## src/rtl/nn_avalon_pkg.sv

```systemverilog
// nn_avalon_pkg: burst-master state encoding, Avalon response codes and default bus widths
// shared with the accelerator slave.
package nn_avalon_pkg;
    typedef enum logic [2:0] {IDLE, WR_BURST, RD_CMD, RD_DATA, FINISH} state_t;
    localparam logic [1:0] RESP_OKAY = 2'b00;
    localparam logic [1:0] RESP_SLVERR = 2'b10;
    localparam logic [1:0] RESP_DECODEERROR = 2'b11;
    localparam int ADDR_W = 13;
    localparam int DATA_W = 32;
    localparam int BCOUNT_W = 10;
endpackage

```

## src/rtl/nn_avm_watchdog.sv

```systemverilog
// nn_avm_watchdog: counts stalled cycles of an active burst and flags expiry.
module nn_avm_watchdog #(
    parameter int TIMEOUT_CYC = 1024
) (
    input  logic clk,
    input  logic rst,
    input  logic active,
    input  logic kick,
    output logic expired
);
    localparam int CW = $clog2(TIMEOUT_CYC + 1);
    logic [CW-1:0] cnt;
    assign expired = active && cnt == CW'(TIMEOUT_CYC);
    always_ff @(posedge clk or posedge rst)
        if (rst) cnt <= '0;
        else cnt <= (!active || kick) ? '0 : expired ? cnt : cnt + CW'(1);
endmodule

```

## src/rtl/nn_avalon_burst_master.sv

```systemverilog
// nn_avalon_burst_master: one-command-at-a-time Avalon-MM burst write/read initiator.
// Define NN_AVM_TIMEOUT_EN to abort bursts that stall for TIMEOUT_CYC cycles.
module nn_avalon_burst_master #(
    parameter int ADDR_W      = nn_avalon_pkg::ADDR_W,
    parameter int DATA_W      = nn_avalon_pkg::DATA_W,
    parameter int BCOUNT_W    = nn_avalon_pkg::BCOUNT_W,
    parameter int MAX_BURST   = 512,
    parameter int TIMEOUT_CYC = 1024
) (
    input  logic                clk,
    input  logic                rst,
    input  logic                cmd_valid,
    output logic                cmd_ready,
    input  logic                cmd_write,
    input  logic [ADDR_W-1:0]   cmd_addr,
    input  logic [BCOUNT_W-1:0] cmd_len,
    input  logic [DATA_W-1:0]   wr_data,
    input  logic                wr_valid,
    output logic                wr_ready,
    output logic [DATA_W-1:0]   rd_data,
    output logic                rd_valid,
    output logic                done,
    output logic                err,
    output logic [ADDR_W-1:0]   avm_address,
    output logic                avm_write,
    output logic                avm_read,
    output logic                avm_beginbursttransfer,
    output logic [BCOUNT_W-1:0] avm_burstcount,
    output logic [DATA_W-1:0]   avm_writedata,
    input  logic [DATA_W-1:0]   avm_readdata,
    input  logic                avm_readdatavalid,
    input  logic                avm_waitrequest,
    input  logic [1:0]          avm_response
);
    import nn_avalon_pkg::*;

    state_t state, state_d;
    logic [ADDR_W-1:0] addr_q;
    logic [BCOUNT_W-1:0] len_q, cnt;
    logic accept, bad, last, wr_beat, rd_beat, on_bus, expired;

    assign accept  = cmd_valid && cmd_ready;
    assign bad     = cmd_len == '0 || 32'(cmd_len) > MAX_BURST;
    assign last    = cnt + BCOUNT_W'(1) == len_q;
    assign wr_beat = avm_write && !avm_waitrequest;
    assign rd_beat = state == RD_DATA && avm_readdatavalid && !expired;
    assign on_bus  = state == WR_BURST || state == RD_CMD;

`ifdef NN_AVM_TIMEOUT_EN
    nn_avm_watchdog #(.TIMEOUT_CYC(TIMEOUT_CYC)) u_watchdog (
        .clk,
        .rst,
        .active (on_bus || state == RD_DATA),
        .kick   (wr_beat || (avm_read && !avm_waitrequest) || (state == RD_DATA && avm_readdatavalid)),
        .expired(expired)
    );
`else
    assign expired = 1'b0;
`endif

    always_comb begin
        state_d        = state;
        cmd_ready      = state == IDLE;
        avm_write      = state == WR_BURST && wr_valid && !expired;
        wr_ready       = avm_write && !avm_waitrequest;
        avm_writedata  = state == WR_BURST ? wr_data : '0;
        avm_read       = state == RD_CMD && !expired;
        avm_address    = on_bus ? addr_q : '0;
        avm_burstcount = on_bus ? len_q : '0;
        done           = state == FINISH;
        case (state)
            IDLE:     state_d = !cmd_valid ? IDLE : bad ? FINISH : cmd_write ? WR_BURST : RD_CMD;
            WR_BURST: state_d = (expired || (wr_beat && last)) ? FINISH : WR_BURST;
            RD_CMD:   state_d = expired ? FINISH : !avm_waitrequest ? RD_DATA : RD_CMD;
            RD_DATA:  state_d = (expired || (rd_beat && last)) ? FINISH : RD_DATA;
            default:  state_d = IDLE;
        endcase
    end

    always_ff @(posedge clk or posedge rst)
        if (rst) begin
            state                  <= IDLE;
            addr_q                 <= '0;
            len_q                  <= '0;
            cnt                    <= '0;
            err                    <= 1'b0;
            rd_data                <= '0;
            rd_valid               <= 1'b0;
            avm_beginbursttransfer <= 1'b0;
        end else begin
            state                  <= state_d;
            avm_beginbursttransfer <= accept && !bad;
            rd_valid               <= rd_beat;
            if (rd_beat) rd_data <= avm_readdata;
            if (accept) begin
                addr_q <= cmd_addr;
                len_q  <= cmd_len;
                cnt    <= '0;
                err    <= bad;
            end else begin
                if (wr_beat || rd_beat) cnt <= cnt + BCOUNT_W'(1);
                // error responses are sticky; later beats are still collected
                if ((rd_beat && avm_response != RESP_OKAY) || expired) err <= 1'b1;
            end
        end
endmodule

```

## config.mk

```make
export PLATFORM = sky130hd
export DESIGN_NAME = nn_avalon_burst_master
export DESIGN_NICKNAME = d
export VERILOG_FILES = /design/src/rtl/nn_avalon_pkg.sv /design/src/rtl/nn_avm_watchdog.sv /design/src/rtl/nn_avalon_burst_master.sv
export SDC_FILE = /design/constraint.sdc
export NUM_CORES = 1
export LEC_CHECK = 0
export BUFFER_PORTS_ARGS = -buffer_cell sky130_fd_sc_hd__clkbuf_2
export CAP_MARGIN = 20
export CORE_ASPECT_RATIO = 1.5
export CORE_UTILIZATION = 49
export DETAILED_ROUTE_END_ITERATION = 10
export PLACE_DENSITY = 0.86
export SLEW_MARGIN = 30
export SYNTH_ARGS = -nofsm -noshare
export SYNTH_HDL_FRONTEND = slang
export SYNTH_SLANG_ARGS = --single-unit
export TNS_END_PERCENT = 20
```

## constraint.sdc

```tcl
create_clock -name clk -period 3.4 [get_ports clk]
set_input_delay 0.17 -clock clk [delete_from_list [all_inputs] [get_ports clk]]
set_output_delay 0.17 -clock clk [all_outputs]
set_load 0.005 [all_outputs]
```

==> run metrics, run 1 <==
status finished, final reports clean; Hold Slack about 0.020 ns; FMAX about 430 MHz; grt ovf 0; kind of critical path flip-flop to flip-flop; number of routed nets with antenna violations 0; Max VDD drop about 0.52 mV; max-cap violations 0; Worst Skew slightly below 0.008 ns; final net count slightly below 700; maximum level of the CTS H-tree 3; first-pass GRT wire length 16.0 mm; # fillers between 500 and 600; Worst-Margin Slew 0.844 ns; Fin. Hold Viols 0; die area 7650 um^2; PortBufs 190; Die Y 107 um; clock latency at the later pin of the worst-skew pair approximately 0.34 ns; Hold/Removal Path Class input pin to flip-flop; hold_buf cts 9; largest net degree at the start of global routing between 40 and 50; final slew viol count 0; post-synth top area share 0.497; Initial Util 0.515; Pleak 2.70 nW; Int Pwr between 2 and 2.5 mW; clk slew on worst S/H paths around 0.08 ns; Setup-failing EPs final 0; I/O pin cnt 191; TritonCTS buffer count 9; min Tclk post-route 2.34 ns; Ys Warns 0; async set-reset flop share out of synthesis 1.00; Reg area between 1500 and 2000 um^2; CTS sink cnt about 70; CP Capture Type flip-flop; Setup Fix Bufs, Post-CTS 0; vias per inst 5.11; Final Util 0.703; Final Cycle Share 0.688; CTS resizes 0; Post-synth EDFFs 0; number of global-route vias before repair 3515; ANT cells 0; Tot Pwr 3.85 mW; CP max FO 8; post-synth cell types between 40 and 50; Seq pwr share 0.401; top-count cell post-synth nand2_1; Syn Nets between 400 and 500; total iterations of the first detailed-routing run 4; Yosys reg bits slightly above 70; unrepaired setup endpoints after global routing no; Worst setup SP type flip-flop; PwrDens just under 800 nW/um^2; Slew HR 0.437; Netlist Area Pre-Place ~3600 um^2; DR iter-0 viols around 150; die width slightly above 70 um; share of cells above drive strength 1 0.414; sw power between 1 and 1.5 mW; most used flip-flop cell after synthesis dfrtp_1; GPL Wtd Cong between 0.8 and 0.9; synthesized instance count 380; clk root buf clkbuf_8; Post-Place Cells ~640; synth top area cells dfrtp_1 50%, nand2_1 11%, mux2_2 7.2%, and2_1 6.1%, nor2b_1 4.0%; wire length per cell ~15 um; Area growth syn-to-layout 36.5%; Clock Path Buffers 2; Post-Syn Area per Cell approximately 9.4 um^2; required time worst endpoint between 3 and 4 ns; area taken by multi-input logic gates 1700 um^2; CTS tree done; area leader, netlist dfrtp_1; initial antenna violation count 0; # rows 37; clock share of power 0.176; part of the Yosys area used for sequential elements 0.497; Tot GR Track Use 0.273; post-route setup TNS 0 ns; Core ar. slightly below 7000 um^2; switching part of the total 0.386; top cells by count, synth 102 x nand2_1, 71 x dfrtp_1, 35 x and2_1, 23 x mux2_2, 23 x nor2b_1; Logic pwr share 0.424; post-DP HPWL around 7.5 mm; total wire length 10.1 mm; non-filler cells, final 660; CP arrival 2.62 ns; Vias roughly 3400; Residual DRC 0
==> final cells by class <==
class                   count  area share
flip-flops and latches     71       0.364
multi-input cells         285       0.349
repair buffers            205       0.223
clock buffers              11      0.0290
well taps                  78      0.0200
clock inverters             5      0.0118
inverters                   5     0.00385
==> worst paths after layout <==
check,end,from,cells past startpoint,slack (ns)
worst max-delay path,state[0],cnt[0],7,1.06
worst min-delay path,rd_data[4],avm_readdata[4],3,0.02
worst max register to register,state[0],cnt[0],7,1.06
worst min register to register,rd_data[20],rd_data[20],2,0.48
max in group asynchronous,rd_data[11],rst,4,1.94
min in group asynchronous,rd_data[1],rst,3,0.54
==> through the flow <==
step | area (um^2) | worst slack, ns
after floorplan | 3570 | 1.30
after CTS | 4880 | 1.08
after global routing | 4880 | 0.936
after detailed placement | 4590 | 1.11
final | 4880 | 1.06
after global placement | 4590 | 1.14
==> cells in the final DEF (no fill, tap or decap), types with 4 or more instances in the layout <==
| cell | synthesis | routed |
|---|---|---|
| xor2_1 | 8 | 8 |
| nand4_1 | 4 | 4 |
| nand2_1 | 102 | 102 |
| nor2_1 | 18 | 18 |
| nor2b_1 | 23 | 23 |
| dlygate4sd3_1 | 0 | 9 |
| clkbuf_8 | 0 | 10 |
| and2_1 | 35 | 35 |
| xnor2_1 | 11 | 11 |
| dfrtp_1 | 71 | 71 |
| mux2_2 | 23 | 23 |
| buf_4 | 0 | 6 |
| nor3_1 | 6 | 6 |
| o21ai_0 | 5 | 5 |
| nand3_1 | 5 | 5 |
| clkbuf_2 | 0 | 190 |
==> worst max-delay path, stage by stage, from the launching register on <==
cell and delay [ns]:
dfrtp_1 0.48, ha_1 0.32, a21oi_1 0.07, o311ai_0 0.38, o22ai_1 0.15, o311a_2 0.45
a311oi_1 0.28, a211o_1 0.14
==> layer usage <==
metal,part of all wire,GRT usage,wire (um)
met3,0.055,0.0536,555
met4,0.024,0.126,238
met1,0.40,0.322,4060
met5,0,0,0
met2,0.52,0.474,5280
==> registers in the layout, indices dropped and copies added (netlist names) <==
signal	count
rd_data	32
addr_q	13
cnt	10
len_q	10
state	3
avm_beginbursttransfer	1
err	1
rd_valid	1
==> power by group through the flow <==
stage | combinational, mW | clock [mW] | sequential, mW
finish | 1.63 | 0.676 | 1.54
floorplan | 1.04 | 0 | 1.46
CTS | 1.64 | 0.692 | 1.54
global route | 1.82 | 0.724 | 1.59
detailed placement | 1.63 | 0 | 1.54
global placement | 1.59 | 0 | 1.53
==> kinds of logic after synthesis <==
group,synth area share
and+or+nand+nor,0.306
DFF,0.497
buffers and inverters,0.0269
muxes,0.0753
AOI/OAI and AO/OA,0.0452
xor gates and xnor gates,0.0466
adders and majority gates,0.00350
No activity file was read; power rests on OpenSTA's default activity.
==> inputs of run 2 (changes only) <==
CORE_UTILIZATION = 45   (was 49)
PLACE_DENSITY = 0.8   (was 0.86)
clock period = 2.3 ns   (was 3.4 ns; I/O delays follow)
==> run metrics, run 2 (synthesis results as in run 1) <==
share of cells above drive strength 1 0.408 (-0.00559); Residual DRC 0 (unchanged); non-filler cells, final 714 (+8.2%); die width 74.8 um (+4.2%); Tot GR Track Use 0.288 (+0.0149); Hold Slack 0.0157 ns (-0.00408 ns); largest net degree at the start of global routing 72 (+76%); vias per inst 5.03 (-1.6%); FF-to-FF Start cnt[0]; post-DP HPWL 7.61 mm (+1.9%); required time worst endpoint 2.51 ns (-1.17 ns); setup slack after layout 0.0280 ns (-1.03 ns); kind of critical path flip-flop to flip-flop; CP Capture Type flip-flop; number of global-route vias before repair 3667 (+4.3%); Worst Skew 0.00733 ns (-0.000376 ns); Largest register FFs 32 (unchanged); r2r setup slk 0.03 ns (-1.03 ns); final slew viol count 0 (unchanged); most common cell after layout, fill and taps aside clkbuf_2; max-cap violations 0 (unchanged); Tot Pwr 6.50 mW (+69%); Final Cycle Share 0.988 (+0.300); r2r endpoint state[0]; status finished, final reports clean; Final Util 0.701 (-0.00174); Area growth syn-to-layout 50.2%; wire length per cell 16.3 um (+6.1%); grt ovf 0 (unchanged); pre-CTS setup slack 0.0787 ns (-1.03 ns); FMAX 440 MHz (+3.0%); I/O pin cnt 191 (unchanged); Fin. Hold Viols 0 (unchanged); Max VDD drop 0.881 mV (+71%); Most flops, register rd_data; TritonCTS buffer count 9 (unchanged); initial antenna violation count 0 (unchanged); clk root buf clkbuf_16; final net count 704 (+4.5%); ANT cells 0 (unchanged); Reg2Reg Depth 7 (unchanged); GPL Wtd Cong 0.901 (+2.6%); Slew HR 0.645 (+0.209); CTS sink cnt 71 (unchanged); Worst setup SP type flip-flop; Initial Util 0.467 (-0.0482); Pleak 2.89 nW (+7.2%); Hold Path Stages 2 (-1); Post-Place Cells 664 (+4.6%); CP arrival 2.48 ns (-0.14 ns); # rows 39 (+5.4%); Die Y 111 um (+4.3%); Setup-failing EPs final 0 (unchanged); CTS tree done; total iterations of the first detailed-routing run 4 (unchanged); CP max FO 7 (-1); most frequent cells in the layout 190 x clkbuf_2, 102 x nand2_1, 70 x dfrtp_1, 35 x and2_1, 34 x dlygate4sd3_1; biggest regs rd_data x32, addr_q x13; clock latency at the later pin of the worst-skew pair 0.33 ns (about the same); Hold Path End addr_q[10]; Core ar. 7660 um^2 (+10%); number of routed nets with antenna violations 0 (unchanged); PwrDens 1210 nW/um^2 (+54%); Worst-Margin Slew 0.531 ns (-0.312 ns); maximum level of the CTS H-tree 3 (unchanged); Vias 3590 (+6.5%); DR iter-0 viols 322 (+120%); hold_sp cmd_addr[10]; clk slew on worst S/H paths 0.06 ns (-0.02 ns); die area 8310 um^2 (+8.7%); Hold/Removal Path Class input pin to flip-flop; first-pass GRT wire length 17.8 mm (+11%); PortBufs 190 (unchanged); total wire length 11.6 mm (+15%); Clock Path Buffers 2 (unchanged); min Tclk post-route 2.27 ns (-0.0676 ns)
[run 2: changes by cell type in the layout (fill, tap and decap cells not counted), moves of 2 or more]
cell           delta
clkinv_2          -2
dlygate4sd3_1    +25
clkbuf_16         +9
clkbuf_8          -7
buf_4             +4
[run 2: layout make-up]
class                   count  area [um^2]
fillers                   538         2290
clock buffers              12          267
clock inverters             4         76.3
well taps                 102          128
repair buffers            235         1390
flip-flops and latches     71         1780
multi-input cells         285         1720
inverters                   5         18.8
[run 2: per-layer routing]
layer | vias up | track usage | share of wire
li1 | 1695 | - | -
met1 | 1692 | 0.341 | 0.39
met2 | 166 | 0.467 | 0.51
met3 | 37 | 0.0700 | 0.065
met4 | 0 | 0.157 | 0.036
met5 | - | 0 | 0
[run 2: stage by stage]
| stage | area, um^2 | TNS (ns) |
|---|---|---|
| 2_1_floorplan | 3570 | 0 |
| 3_3_place_gp | 4670 | 0 |
| 3_5_place_dp | 4670 | 0 |
| 4_1_cts | 5360 | 0 |
| 5_1_grt | 5370 | -0.0900 |
| 6_report | 5370 | 0 |
[run 2: what timing repair did]
item | CTS | global route
hold buffers | 34 | 0
endpoints found under the setup margin | 14 | 1
cloned | 0 | 0
resized for setup | 2 | 2
setup buffers | 0 | 0
hold endpoints to repair | 104 | 0
[run 2: worst max-delay path by stage]
stage | from | endpoint | slack (ns)
global route | cnt[4] | state[0] | -0.09
global placement | cnt[0] | state[0] | 0.16
CTS | cnt[0] | state[0] | 0.07
detailed placement | cnt[0] | state[0] | 0.08
floorplan | cnt[1] | state[0] | 0.20
finish | cnt[0] | state[0] | 0.03
[run 2: where the power goes]
group	switching [mW]	internal, mW
sequential	0.452	1.80
combinational	1.40	1.27
clock	0.534	1.04
[run 2: critical path: stages, from the launching register on]
cell and delay [ns]:
dfrtp_1 0.41, buf_4 0.18, nand2_2 0.07, or4_1 0.55, a211oi_1 0.28, o311a_2 0.25
a311oi_1 0.12, a211o_1 0.28
==> inputs of run 3 (changes only) <==
ABC_AREA = 1   (was unset)
==> run metrics, run 3 <==
status finished, violations left; failing checks negative hold slack; DR iter-0 viols 212 (-34%); clk root buf clkbuf_16; Setup-failing EPs final 0 (unchanged); Reg area 1780 um^2 (about the same); largest net degree at the start of global routing 48 (-33%); Worst setup SP type flip-flop; kind of critical path flip-flop to output pin; Seq pwr share 0.343 (-0.004); max-cap violations 0 (unchanged); min Tclk post-route 2.04 ns (-0.232 ns); ANT cells 0 (unchanged); non-filler cells, final 837 (+17%); initial antenna violation count 0 (unchanged); part of the Yosys area used for sequential elements 0.501 (+0.00421); Vias 4011 (+12%); first-pass GRT wire length 17.2 mm (-3.0%); most frequent cells in the layout 190 x clkbuf_2, 176 x nand2_1, 88 x inv_1, 71 x dfrtp_1, 68 x nor2_1; area taken by multi-input logic gates 1350 um^2 (-21%); clock latency at the later pin of the worst-skew pair 0.34 ns (about the same); post-route setup TNS 0 ns (unchanged); Worst-Margin Slew 0.755 ns (+0.224 ns); unrepaired setup endpoints after global routing no; Reg2Reg Depth 12 (+5); critical-path cell list nor3_1, inv_1, nand2_1, inv_1, nor2_1, clkbuf_2; FMAX 490 MHz (+11%); CP max FO 23 (+16); Post-Syn Area per Cell 7.09 um^2 (-25%); top-count cell post-synth nand2_1; required time worst endpoint 2.18 ns (-0.33 ns); top cells by count, synth 176 x nand2_1, 89 x inv_1, 71 x dfrtp_1, 68 x nor2_1, 26 x o21ai_0; Fin. Hold Viols 3 (+3); number of routed nets with antenna violations 0 (unchanged); CP Capture Type output pin; post-DP HPWL 7.56 mm (-0.67%); crit path to avm_burstcount[0]; Largest register FFs 32 (unchanged); Final Cycle Share 0.887 (-0.101); Int Pwr 3.71 mW (-9.8%); post-synth top area share 0.501 (+0.00421); Hold Slack -0.00307 ns (-0.0187 ns); pre-CTS setup slack 0.493 ns (+0.414 ns); r2r setup slk 0.45 ns (+0.42 ns); grt ovf 0 (unchanged); I/O pin cnt 191 (unchanged); Post-synth EDFFs 0 (unchanged); Logic pwr share 0.407 (-0.004); clock share of power 0.250 (+0.008); CTS tree done; PwrDens 1120 nW/um^2 (-7.3%); vias per inst 4.79 (-4.7%); Most common cell on crit path inv_1; TritonCTS buffer count 9 (unchanged); total iterations of the first detailed-routing run 4 (unchanged); Worst Skew 0.00718 ns (-0.000146 ns); die area 8240 um^2 (-0.82%); area leader, netlist dfrtp_1; async set-reset flop share out of synthesis 1.00 (unchanged); CTS sink cnt 71 (unchanged); synthesized instance count 500 (+32%); Core ar. 7610 um^2 (-0.64%); FF-to-FF Start cnt[0]; most used flip-flop cell after synthesis dfrtp_1; die width 74.5 um (-0.41%); clk slew on worst S/H paths 0.06 ns (about the same); Syn Nets 597 (+25%); Max VDD drop 0.867 mV (-1.6%); final net count 827 (+17%); highest-delay cell along the critical path dfrtp_1; total wire length 11.2 mm (-3.6%); Tot GR Track Use 0.281 (-0.00773); share of cells above drive strength 1 0.305 (-0.104); Pleak 3.22 nW (+11%); Area after DPL 4610 um^2 (-1.3%); Most flops, register rd_data; synth top area cells dfrtp_1 50%, nand2_1 19%, inv_1 9.4%, nor2_1 7.2%, o21ai_0 3.7%; Setup Fix Bufs, Post-CTS 0 (unchanged); # fillers 611 (+14%); CP startpoint state[2]; CP arrival 1.92 ns (-0.56 ns); final slew viol count 0 (unchanged); Ys Warns 0 (unchanged); Area growth syn-to-layout 50.2% (about the same); # rows 39 (unchanged); biggest regs rd_data x32, addr_q x13; Yosys reg bits 71 (unchanged); Residual DRC 0 (unchanged); wire length per cell 13.4 um (-18%); sw power 2.27 mW (-5.1%); number of global-route vias before repair 3834 (+4.6%); maximum level of the CTS H-tree 3 (unchanged); r2r endpoint state[0]; Post-Place Cells 782 (+18%); delay of the slowest cell on the worst path 0.40 ns (-0.15 ns); setup slack after layout 0.260 ns (+0.232 ns); Hold/Removal Path Class input pin to flip-flop; Finished Cell Area 5330 um^2 (-0.84%); Tot Pwr 5.98 mW (-8.1%); switching part of the total 0.379 (+0.0118); Clock Path Buffers 2 (unchanged); post-synth cell types 22 (-53%); Final Util 0.700 (-0.00142); most common cell after layout, fill and taps aside clkbuf_2; GPL Wtd Cong 0.956 (+6.2%); Netlist Area Pre-Place 3540 um^2 (-0.84%); Initial Util 0.466 (-0.000954); PortBufs 190 (unchanged); Die Y 111 um (-0.41%); Slew HR 0.496 (-0.150)
[run 3: layout make-up]
cell class | instances | area share
Clock buffer | 11 | 0.0456
Clock inverter | 5 | 0.0153
Inverter | 94 | 0.0663
Multi-Input combinational cell | 320 | 0.254
Sequential cell | 71 | 0.334
Tap cell | 102 | 0.0240
Timing Repair Buffer | 234 | 0.261
[run 3: critical path: cells and delay by family, from the launching register on]
kind | cells | cell delay [ns]
buffers and inverters | 3 | 0.58
DFF | 1 | 0.40
and+or+nand+nor | 3 | 0.60
[run 3: timing repair]
item,4_1_cts,5_1_grt
endpoints found under the hold margin,62,0
resized for setup,0,0
hold buffers,39,0
[run 3: power groups by stage]
stage	Combinational, mW	Clock [mW]	Sequential [mW]
after CTS	2.41	1.51	2.04
after global placement	2.27	0	2.03
after floorplan	1.30	0	2.02
after detailed placement	2.34	0	2.05
after global routing	2.74	1.57	2.11
final	2.43	1.50	2.05
[run 3: metal layers]
layer | up-vias | global-route usage | wire length [um]
met2 | 201 | 0.503 | 6010
met1 | 1820 | 0.273 | 3850
met4 | 0 | 0.179 | 562
met3 | 41 | 0.0655 | 774
met5 | - | 0 | 0
li1 | 1949 | - | -
[run 3: worst min path at each step]
stage | end | slack, ns | from | cells past startpoint
6_report | addr_q[8] | -0.003 | cmd_addr[8] | 3
5_1_grt | rd_data[29] | 0.004 | avm_readdata[29] | 3
4_1_cts | addr_q[5] | 0.00005 | cmd_addr[5] | 3
3_5_place_dp | rd_data[18] | 0.18 | rst | 2
3_3_place_gp | rd_data[18] | 0.17 | rst | 2
2_1_floorplan | rd_data[0] | 0.22 | avm_readdata[0] | 2
[run 3: cells by family after synthesis]
group,share of synthesized area
fa+ha+maj,0.00353
xor+xnor,0.00247
compound gates,0.0572
simple gates,0.318
flops,0.501
buf+inv,0.117
